File: config.mk
export PLATFORM = sky130hd
export DESIGN_NAME = pcie_dllp_rx
export DESIGN_NICKNAME = d
export VERILOG_FILES = /design/src/rtl/pcie_pkg.sv /design/src/rtl/pcie_dllp_crc16.sv /design/src/rtl/pcie_dllp_rx.sv
export SDC_FILE = /design/constraint.sdc
export NUM_CORES = 1
export LEC_CHECK = 0
export BUFFER_PORTS_ARGS = -buffer_cell sky130_fd_sc_hd__buf_2
export CAP_MARGIN = 5
export CORE_AREA = 2 2 134 136
export CTS_BUF_LIST = sky130_fd_sc_hd__clkbuf_16
export DETAILED_ROUTE_END_ITERATION = 6
export DIE_AREA = 0 0 136 138
export MAX_ROUTING_LAYER = met4
export PLACE_DENSITY_LB_ADDON = 0.2
export SYNTH_ARGS = -nofsm -noshare
export SYNTH_HDL_FRONTEND = slang
export SYNTH_SLANG_ARGS = --single-unit
File: constraint.sdc
create_clock -name sclk -period 2.3 [get_ports sclk]
set_clock_uncertainty 0.05 [all_clocks]
set_input_delay 0.23 -clock sclk [delete_from_list [all_inputs] [get_ports sclk]]
set_output_delay 0.23 -clock sclk [all_outputs]
set_load 0.005 [all_outputs]
File: src/rtl/pcie_pkg.sv
// Shared definitions for the PCIe DLLP receive path: SDP token, DLLP type codes,
// data link state encoding and the CRC16 constants used by pcie_dllp_crc16.
package pcie_pkg;

    localparam int PIPE_DATA_WIDTH = 256;

    localparam logic [7:0] SDP_BYTE0 = 8'hF0;
    localparam logic [7:0] SDP_BYTE1 = 8'hAC;

    localparam logic [7:0] DLLP_ACK         = 8'h00;
    localparam logic [7:0] DLLP_NAK         = 8'h10;
    localparam logic [7:0] DLLP_INITFC1_P   = 8'h40;
    localparam logic [7:0] DLLP_INITFC1_NP  = 8'h50;
    localparam logic [7:0] DLLP_INITFC1_CPL = 8'h60;
    localparam logic [7:0] DLLP_UPDFC_P     = 8'h80;
    localparam logic [7:0] DLLP_UPDFC_NP    = 8'h90;
    localparam logic [7:0] DLLP_UPDFC_CPL   = 8'hA0;
    localparam logic [7:0] DLLP_INITFC2_P   = 8'hC0;
    localparam logic [7:0] DLLP_INITFC2_NP  = 8'hD0;
    localparam logic [7:0] DLLP_INITFC2_CPL = 8'hE0;

    localparam logic [15:0] CRC16_POLY = 16'h100B;
    localparam logic [15:0] CRC16_SEED = 16'hFFFF;

    typedef enum logic [1:0] {
        DL_INACTIVE = 2'd0,
        DL_INIT1    = 2'd1,
        DL_INIT2    = 2'd2,
        DL_ACTIVE   = 2'd3
    } dl_state_t;

    typedef enum logic [2:0] {
        CLS_NONE,
        CLS_ACK,
        CLS_NAK,
        CLS_INITFC1,
        CLS_INITFC2,
        CLS_UPDFC
    } dllp_cls_t;

    // FC type (P/NP/Cpl) is carried in type bits [5:4] for all three FC families.
    function automatic dllp_cls_t dllp_class(input logic [7:0] dtype);
        dllp_cls_t cls;
        case (dtype)
            DLLP_ACK:                                           cls = CLS_ACK;
            DLLP_NAK:                                           cls = CLS_NAK;
            DLLP_INITFC1_P, DLLP_INITFC1_NP, DLLP_INITFC1_CPL:  cls = CLS_INITFC1;
            DLLP_INITFC2_P, DLLP_INITFC2_NP, DLLP_INITFC2_CPL:  cls = CLS_INITFC2;
            DLLP_UPDFC_P, DLLP_UPDFC_NP, DLLP_UPDFC_CPL:        cls = CLS_UPDFC;
            default:                                            cls = CLS_NONE;
        endcase
        return cls;
    endfunction

endpackage

File: src/rtl/pcie_dllp_crc16.sv
// Combinational DLLP CRC16 over the 4 content bytes, {byte2,byte3,byte4,byte5},
// each byte shifted in MSB first, seeded with all ones, no final inversion.
module pcie_dllp_crc16
    import pcie_pkg::*;
(
    input  logic [31:0] data,
    output logic [15:0] crc
);

    logic [15:0] acc;

    always_comb begin
        acc = CRC16_SEED;
        for (int i = 31; i >= 0; i--) begin
            acc = {acc[14:0], 1'b0} ^ ((acc[15] ^ data[i]) ? CRC16_POLY : 16'h0000);
        end
        crc = acc;
    end

endmodule

File: src/rtl/pcie_dllp_rx.sv
// PCIe DLLP receiver: SDP detect, 2-stage decode, DLCMSM, FC credit limits, Ack/Nak.
// Define PCIE_DLLP_RX_CRC_CHECK_EN to check the DLLP CRC16 and report bad DLLPs.
//   state       | meaning
//   DL_INACTIVE | link down, all limits and flags cleared
//   DL_INIT1    | collecting InitFC1 P/NP/Cpl
//   DL_INIT2    | waiting for first InitFC2/UpdateFC
//   DL_ACTIVE   | UpdateFC and Ack/Nak processed
module pcie_dllp_rx #(
    parameter int PIPE_DATA_WIDTH = pcie_pkg::PIPE_DATA_WIDTH
) (
    input  logic                       sclk,
    input  logic                       sreset_n,
    input  logic                       link_up_i,
    input  logic                       pipe_valid_i,
    input  logic [PIPE_DATA_WIDTH-1:0] pipe_data_i,
    output logic [1:0]                 dl_state_o,
    output logic                       fc_init1_done_o,
    output logic                       fc_init2_done_o,
    output logic                       ack_valid_o,
    output logic                       ack_nak_o,
    output logic [11:0]                ack_seq_o,
    output logic [7:0]                 hdr_cl_p_o,
    output logic [7:0]                 hdr_cl_np_o,
    output logic [7:0]                 hdr_cl_cpl_o,
    output logic [11:0]                data_cl_p_o,
    output logic [11:0]                data_cl_np_o,
    output logic [11:0]                data_cl_cpl_o,
    output logic [2:0]                 inf_hdr_o,
    output logic [2:0]                 inf_data_o,
    output logic                       crc_err_o
);
    import pcie_pkg::*;

    dl_state_t   state;
    logic [7:0]  hdr_cl  [3];
    logic [11:0] data_cl [3];
    logic [2:0]  fc1_got;

    logic        sdp_hit;
    logic [31:0] beat_dllp;
    logic        s1_vld;
    logic [31:0] s1_dllp;
    logic        crc_ok;

    assign sdp_hit   = pipe_valid_i && (pipe_data_i[7:0] == SDP_BYTE0)
                                    && (pipe_data_i[15:8] == SDP_BYTE1);
    assign beat_dllp = {pipe_data_i[23:16], pipe_data_i[31:24],
                        pipe_data_i[39:32], pipe_data_i[47:40]};

    // Dropping link_up flushes stage 1 so nothing in flight lands after re-training.
    always_ff @(posedge sclk or negedge sreset_n) begin
        if (!sreset_n) begin
            s1_vld  <= 1'b0;
            s1_dllp <= '0;
        end else begin
            s1_vld <= link_up_i && sdp_hit;
            if (sdp_hit) s1_dllp <= beat_dllp;
        end
    end

`ifdef PCIE_DLLP_RX_CRC_CHECK_EN
    logic [15:0] crc_calc;
    logic [15:0] s1_crc_calc;
    logic [15:0] s1_crc_rx;
    logic        unused_bits;

    pcie_dllp_crc16 u_crc16 (
        .data (beat_dllp),
        .crc  (crc_calc)
    );

    always_ff @(posedge sclk or negedge sreset_n) begin
        if (!sreset_n) begin
            s1_crc_calc <= '0;
            s1_crc_rx   <= '0;
        end else if (sdp_hit) begin
            s1_crc_calc <= crc_calc;
            s1_crc_rx   <= {pipe_data_i[55:48], pipe_data_i[63:56]};
        end
    end

    assign crc_ok = (s1_crc_calc == s1_crc_rx);

    always_ff @(posedge sclk or negedge sreset_n) begin
        if (!sreset_n) crc_err_o <= 1'b0;
        else           crc_err_o <= link_up_i && s1_vld && !crc_ok;
    end

    assign unused_bits = ^{pipe_data_i[PIPE_DATA_WIDTH-1:64], s1_dllp[23:22], s1_dllp[13:12]};
`else
    logic unused_bits;

    assign crc_ok      = 1'b1;
    assign crc_err_o   = 1'b0;
    assign unused_bits = ^{pipe_data_i[PIPE_DATA_WIDTH-1:48], s1_dllp[23:22], s1_dllp[13:12]};
`endif

    dllp_cls_t   cls;
    logic [1:0]  fc_idx;
    logic [7:0]  hdr_fc;
    logic [11:0] data_fc;
    logic        accept;
    logic [2:0]  ifc1_mask;

    assign cls       = dllp_class(s1_dllp[31:24]);
    assign fc_idx    = s1_dllp[29:28];
    assign hdr_fc    = {s1_dllp[21:16], s1_dllp[15:14]};
    assign data_fc   = s1_dllp[11:0];
    assign accept    = s1_vld && crc_ok;
    assign ifc1_mask = (accept && cls == CLS_INITFC1) ? (3'b001 << fc_idx) : 3'b000;

    always_ff @(posedge sclk or negedge sreset_n) begin
        if (!sreset_n) begin
            state           <= DL_INACTIVE;
            fc1_got         <= '0;
            fc_init1_done_o <= 1'b0;
            fc_init2_done_o <= 1'b0;
            ack_valid_o     <= 1'b0;
            ack_nak_o       <= 1'b0;
            ack_seq_o       <= '0;
            inf_hdr_o       <= '0;
            inf_data_o      <= '0;
            for (int i = 0; i < 3; i++) begin
                hdr_cl[i]  <= '0;
                data_cl[i] <= '0;
            end
        end else if (!link_up_i) begin
            state           <= DL_INACTIVE;
            fc1_got         <= '0;
            fc_init1_done_o <= 1'b0;
            fc_init2_done_o <= 1'b0;
            ack_valid_o     <= 1'b0;
            ack_nak_o       <= 1'b0;
            ack_seq_o       <= '0;
            inf_hdr_o       <= '0;
            inf_data_o      <= '0;
            for (int i = 0; i < 3; i++) begin
                hdr_cl[i]  <= '0;
                data_cl[i] <= '0;
            end
        end else begin
            ack_valid_o <= 1'b0;
            case (state)
                DL_INACTIVE: state <= DL_INIT1;
                DL_INIT1: begin
                    if (fc_init1_done_o) state <= DL_INIT2;
                    if (ifc1_mask != 3'b000) begin
                        hdr_cl[fc_idx]     <= hdr_fc;
                        data_cl[fc_idx]    <= data_fc;
                        inf_hdr_o[fc_idx]  <= (hdr_fc == 8'h00);
                        inf_data_o[fc_idx] <= (data_fc == 12'h000);
                    end
                    fc1_got         <= fc1_got | ifc1_mask;
                    fc_init1_done_o <= &(fc1_got | ifc1_mask);
                end
                DL_INIT2, DL_ACTIVE: begin
                    if (accept && (cls == CLS_UPDFC ||
                                   (state == DL_INIT2 && cls == CLS_INITFC2))) begin
                        state           <= DL_ACTIVE;
                        fc_init2_done_o <= 1'b1;
                    end
                    // Infinite-credit types keep their advertised limit forever.
                    if (accept && cls == CLS_UPDFC) begin
                        if (!inf_hdr_o[fc_idx])  hdr_cl[fc_idx]  <= hdr_fc;
                        if (!inf_data_o[fc_idx]) data_cl[fc_idx] <= data_fc;
                    end
                    if (state == DL_ACTIVE && accept && (cls == CLS_ACK || cls == CLS_NAK)) begin
                        ack_valid_o <= 1'b1;
                        ack_nak_o   <= (cls == CLS_NAK);
                        ack_seq_o   <= s1_dllp[11:0];
                    end
                end
                default: state <= DL_INACTIVE;
            endcase
        end
    end

    assign dl_state_o    = state;
    assign hdr_cl_p_o    = hdr_cl[0];
    assign hdr_cl_np_o   = hdr_cl[1];
    assign hdr_cl_cpl_o  = hdr_cl[2];
    assign data_cl_p_o   = data_cl[0];
    assign data_cl_np_o  = data_cl[1];
    assign data_cl_cpl_o = data_cl[2];

endmodule

==> flow_metrics.tcl, run 1 <==
set metrics [dict create \
    rows 49 \
    ioPinCount 345 \
    yosys_warnings 0 \
    cts_buffers 17 \
    setup_tns_ns 0 \
    maxSlewHeadroom_pct 62.9 \
    via_count 5537 \
    crit_type "flip-flop to flip-flop" \
    antenna_found_initial 0 \
    hp-class "primary input to flip-flop" \
    drive_gt1_share_pct 31.4 \
    seqPwrFrac_pct 41.0 \
    dpl.hpwl_mm 12.0 \
    port_buffers 131 \
    cp-start-kind "flip-flop" \
    setup_viol_count_final 0 \
    drv_cap 0 \
    pwr-share-comb_pct 3.6 \
    start_util_pct 33.6 \
    first_pass_iters 5 \
    synth-async-reset-ratio_pct 100 \
    synth_area_per_cell_sq_um 9.45 \
    tightest_slew_ns 0.557 \
    grt_use_total_pct 19.7 \
    grt_pass1_wl_mm 28.1 \
    clockBufferDepth 2 \
    routed_wire_length_per_instance_um 17.9 \
    yosys-top-cells-count "dfrtp_1, nand2_1, nand3_1" \
    clkSlewWorstSetupHoldPaths_ns 0.06 \
    n_antenna_cell 0 \
    status "completed" \
    die_width_um 136 \
    p_leak_nw 3.44 \
    cp.required_ns 2.58 \
    syn_to_final_growth_pct 31.3 \
    p_switching_mw 1.08 \
    final_util_pct 44.1 \
    routed_wl_mm 17.8 \
    ys_ff_latch 116 \
    clock.fmax_ghz 0.489 \
    hold_viol 0 \
    grt_start_max_net_pins 80 \
    pwr-share-clk_pct 55.4 \
    finalWeightedCongestion 0.812 \
    htree_num_levels 4 \
    numClockSinks 116 \
    drt_iter0_drc 444 \
    yosysMostFrequentCell "dfrtp_1" \
    synth-edff-count 0 \
    chipHeight_um 138 \
    post-cts-setup-buffers 0 \
    synthTopCellsByArea "dfrtp_1, nand3_1, mux2_2, o211ai_1, nand2_1" \
    synth_ff_type "dfrtp_1" \
    grtUsageMet1_pct 25.7 \
    syn_area_sq_um 5890 \
    gr-usage-met3_pct 4.14 \
    cts_root_buffer "clkbuf_16" \
    design.die.area_sq_um 18800 \
    syn_nets 883 \
    grt_use_met2_pct 30.3 \
    cellPowerDensity_nw_per_um2 646 \
    hold_ws_ns 0.0135 \
    final_min_period_over_clock_period_pct 88.9 \
    slew_viol_final 0 \
    grt.overflow.total 0 \
    synthCells 623 \
    ant_nets 0 \
    synth.distinct_cells 43 \
    seq_area_frac_synth_pct 49.3 \
    cts_tree "yes" \
    nNetsFinal 1018 \
    busiest_layer "met2" \
    insertion_delay_ns 0.42 \
    synth_area_leader_cell "dfrtp_1" \
    p_int_mw 3.91 \
    yosysTopAreaCellShare_pct 49.3 \
    peakVddDrop_mv 0.661 \
    worstPathArrival_ns 2.33 \
    grt_pass1_vias 5219 \
    swShare_pct 21.7 \
    period_minus_slack_ns 2.04 \
    endpoint_kind "flip-flop" \
    rsz0062_at_grt "no" \
    placeableCoreArea_sq_um 17500 \
    drc 0 \
    power_mw 5.00 \
    post_drt_via_cell_ratio 5.54 \
    cp_max_fo 79 \
]
==> registers in the layout (all words and copies together) (netlist names), 8 cells and up <==
signal,count
ack_seq_o,12
data_cl_cpl_o,12
data_cl_np_o,12
data_cl_p_o,12
hdr_cl_cpl_o,8
hdr_cl_np_o,8
hdr_cl_p_o,8
s1_dllp,28
==> worst paths after layout <==
kind / to / startpoint / slack (ns) / cells past startpoint
min: s1_dllp[21]$_DFFE_PN0P_ / pipe_data_i[29] / 0.01 / 2
max: data_cl_cpl_o[3]$_DFFE_PN0P_ / s1_dllp[24]$_DFFE_PN0P_ / 0.26 / 6
max reg2reg: data_cl_cpl_o[3]$_DFFE_PN0P_ / s1_dllp[24]$_DFFE_PN0P_ / 0.26 / 6
min in group asynchronous: data_cl_p_o[5]$_DFFE_PN0P_ / sreset_n / 0.29 / 2
min reg2reg: fc_init2_done_o$_DFFE_PN0P_ / fc_init2_done_o$_DFFE_PN0P_ / 0.44 / 2
max in group asynchronous: data_cl_p_o[4]$_DFFE_PN0P_ / sreset_n / 1.19 / 3
==> timing repair <==
action | 4_1_cts | 5_1_grt
resized for setup | 0 | 6
hold buffers | 19 | 1
setup endpoints to repair | 0 | 16
endpoints found under the hold margin | 57 | 1
==> per-stage QoR <==
stage	setup slack, ns	area, sq um	cells
2_1_floorplan	0.375	5890	623
4_1_cts	0.0640	7690	998
3_5_place_dp	0.0821	6890	948
5_1_grt	0.153	7730	999
3_3_place_gp	0.115	6890	948
6_report	0.255	7730	999
==> critical path, stage by stage (launching register included) <==
cell and delay [ns]:
dfrtp_1 0.40, or4_4 0.56, buf_4 0.18, buf_12 0.21, nor4_1 0.33, a31oi_1 0.09, o211ai_1 0.10
==> layout make-up <==
| cell class | instances | area (sq um) |
|---|---|---|
| fill | 1726 | 9800 |
| multi-input combinational | 436 | 2740 |
| timing repair buffer | 183 | 1180 |
| sequential | 116 | 2900 |
| clock buffer | 17 | 425 |
| inverter | 4 | 15.0 |
| clock inverter | 14 | 188 |
| tap | 229 | 287 |
==> cells in the final DEF (no fill, tap or decap), types with 2 or more instances in the layout <==
cell type      count
a21oi_1            3
mux2_2            29
o21ai_0           29
inv_1              4
clkbuf_16         17
nor3_1            40
nand3b_1           2
nand2_1           77
nor4_2             6
or2_2              2
o211ai_1          40
mux2i_1           14
clkinv_4           2
or4_1              2
buf_12             6
nand4_1            5
nor3_2             2
nor4_1            40
bufinv_16          4
dlygate4sd3_1     20
buf_2            129
buf_4             28
nor4bb_1           3
or4_4              2
clkinv_2           4
a31oi_1           42
dfrtp_1          116
nor2_1            13
clkinvlp_4         4
nand3_1           67
or3b_2             2
==> power by group through the flow <==
| stage | registers, mW | logic, mW | clock network, mW |
|---|---|---|---|
| floorplan | 2.08 | 0.0454 | 0 |
| global placement | 2.08 | 0.153 | 0 |
| detailed placement | 2.08 | 0.156 | 0 |
| CTS | 2.05 | 0.182 | 2.81 |
| global route | 2.05 | 0.201 | 2.92 |
| finish | 2.05 | 0.180 | 2.77 |
==> cell families (layout without fill, tap and decap cells) <==
| kind of cell | Yosys count | after routing | synth area share, % |
|---|---|---|---|
| multiplexers | 44 | 44 | 8.12 |
| AO/OA/AOI/OAI | 120 | 120 | 13.3 |
| other | 1 | 1 | 0.0637 |
| AND/OR/NAND/NOR | 271 | 271 | 23.8 |
| buffers and inverters | 71 | 218 | 5.44 |
| flip-flops | 116 | 116 | 49.3 |
==> per-layer routing <==
layer	vias to the layer above	share of wire, %
li1	2613	-
met1	2687	45
met2	215	48
met3	22	5.3
met4	0	1.6
met5	-	0
Note: power is estimated with default switching activity, not from simulation.
==> run 2: changes to the inputs <==
--- a/config.mk
+++ b/config.mk
@@ -13,6 +13,7 @@
 export DIE_AREA = 0 0 136 138
 export MAX_ROUTING_LAYER = met4
 export PLACE_DENSITY_LB_ADDON = 0.2
+export RECOVER_POWER = 25
 export SYNTH_ARGS = -nofsm -noshare
 export SYNTH_HDL_FRONTEND = slang
 export SYNTH_SLANG_ARGS = --single-unit
==> run 2 against run 1 <==
Effect of this change: worst setup slack gained 0.0034 ns; critical path type unchanged; critical endpoint unchanged; utilization shrank 0.064 points; largest power group unchanged; sequential power is essentially flat; via count shrank 0.60%; count of clock-buffer cells in the layout is the same.
==> flow_metrics.tcl, run 2 (synthesis gave the netlist of run 1 again) <==
set metrics [dict create \
    drive_gt1_share_pct 30.8 \
    setup_viol_count_final 0 \
    design.die.area_sq_um 18800 \
    die_width_um 136 \
    critPathLaunch "s1_dllp[24]$_DFFE_PN0P_" \
    clockBufferDepth 2 \
    chipHeight_um 138 \
    cp_slowest_cell "or4_4" \
    drv_cap 0 \
    placeableCoreArea_sq_um 17500 \
    endpoint_kind "flip-flop" \
    crit_type "flip-flop to flip-flop" \
    rsz0062_at_grt "no" \
    nNetsFinal 1018 \
    cp_slowest_stage_delay_ns 0.56 \
    dpl_worst_slack_ns 0.0821 \
    cp.required_ns 2.59 \
    grt_pass1_wl_mm 28.1 \
    finalWeightedCongestion 0.812 \
    htree_num_levels 4 \
    hold_ws_ns 0.0168 \
    dp_cells 948 \
    power_mw 5.00 \
    multi_input_area_sq_um 2740 \
    r2r-start "s1_dllp[24]$_DFFE_PN0P_" \
    routed_wl_mm 17.8 \
    status "completed" \
    worst_slack_ns 0.259 \
    tightest_slew_ns 1.08 \
    antenna_found_initial 0 \
    cellPowerDensity_nw_per_um2 647 \
    nFillCells 1727 \
    layout.cells.non_filler 999 \
    first_pass_iters 5 \
    via_count 5504 \
    final_min_period_over_clock_period_pct 88.8 \
    rows 49 \
    regMostFlops "s1_dllp" \
    insertion_delay_ns 0.42 \
    post-cts-setup-buffers 0 \
    clkSlewWorstSetupHoldPaths_ns 0.06 \
    maxSlewHeadroom_pct 28.0 \
    cts_root_buffer "clkbuf_16" \
    port_buffers 131 \
    min_from "pipe_data_i[29]" \
    drc 0 \
    final_util_pct 44.0 \
    placed_area_sq_um 6890 \
    crit_chain "or4_4 -> buf_4 -> buf_12 -> nor4_1 -> a31oi_1 -> o211ai_1" \
    n_antenna_cell 0 \
    hold_viol 0 \
    ant_nets 0 \
    clock.fmax_ghz 0.490 \
    cp_max_fo 79 \
    ioPinCount 345 \
    grt_use_total_pct 19.7 \
    final_area_sq_um 7720 \
    p_leak_nw 3.42 \
    hp-class "primary input to flip-flop" \
    cp-start-kind "flip-flop" \
    period_minus_slack_ns 2.04 \
    worstPathArrival_ns 2.33 \
    post_drt_via_cell_ratio 5.51 \
    peakVddDrop_mv 0.660 \
    grt_start_max_net_pins 80 \
    cts_tree "yes" \
    numClockSinks 116 \
    largest_register_ffs 28 \
    cts_buffers 17 \
    seq_area_sq_um 2900 \
    routed_wire_length_per_instance_um 17.9 \
    slew_viol_final 0 \
    dpl.hpwl_mm 12.0 \
    final_common_cell "buf_2" \
    grt.overflow.total 0 \
    start_util_pct 33.6 \
    drt_iter0_drc 406 \
    setup_tns_ns 0 \
    syn_to_final_growth_pct 31.2 \
    mostFrequentLayoutCells "buf_2, dfrtp_1, nand2_1, nand3_1, a31oi_1" \
    grt_pass1_vias 5219 \
]
## run 2: cell types whose count changed in the layout (fill, tap and decap cells not counted)
cell	before	now
buf_4	28	26
clkbuf_2	0	2
buf_2	129	124
clkbuf_1	0	5
## run 2: worst max-delay path: cells and delay by family, from the launching register on
kind | cells | cell delay (ns)
and+or+nand+nor | 2 | 0.90
AOI/OAI and AO/OA | 2 | 0.19
DFF | 1 | 0.40
buffers and inverters | 2 | 0.39
## run 2: cell type report
type / instances / share of cell area (%)
tap: 229 / 3.71
sequential: 116 / 37.6
clock inverter: 14 / 2.43
inverter: 4 / 0.194
multi-input combinational: 436 / 35.5
clock buffer: 17 / 5.51
timing repair buffer: 183 / 15.1
## run 2: worst paths after layout
| check | end | slack [ns] | depth (start not counted) |
|---|---|---|---|
| setup / recovery | data_cl_cpl_o[3]$_DFFE_PN0P_ | 0.26 | 6 |
| hold / removal | s1_dllp[21]$_DFFE_PN0P_ | 0.02 | 2 |
| setup reg to reg | data_cl_cpl_o[3]$_DFFE_PN0P_ | 0.26 | 6 |
| hold reg to reg | fc_init2_done_o$_DFFE_PN0P_ | 0.44 | 2 |
| max in group asynchronous | data_cl_p_o[4]$_DFFE_PN0P_ | 0.81 | 3 |
| min in group asynchronous | data_cl_p_o[5]$_DFFE_PN0P_ | 0.49 | 2 |
## run 2: timing repair
item	CTS	global route
hold endpoints to repair	57	1
hold buffers	19	1
resized for setup	0	6
endpoints found under the setup margin	0	16
## run 2: power breakdown
group / internal [mW] / switching [mW]
clock network: 1.80 / 0.975
registers: 2.04 / 0.00317
logic: 0.0722 / 0.107
## run 2: routing by layer
metal / part of all wire (%) / wire [um] / track usage [%] / up-vias
met3: 5.2 / 923 / 4.14 / 23
met4: 1.7 / 309 / 6.85 / 0
met1: 46 / 8150 / 25.7 / 2689
li1: - / - / - / 2602
met2: 47 / 8460 / 30.3 / 190
met5: 0 / 0 / - / -
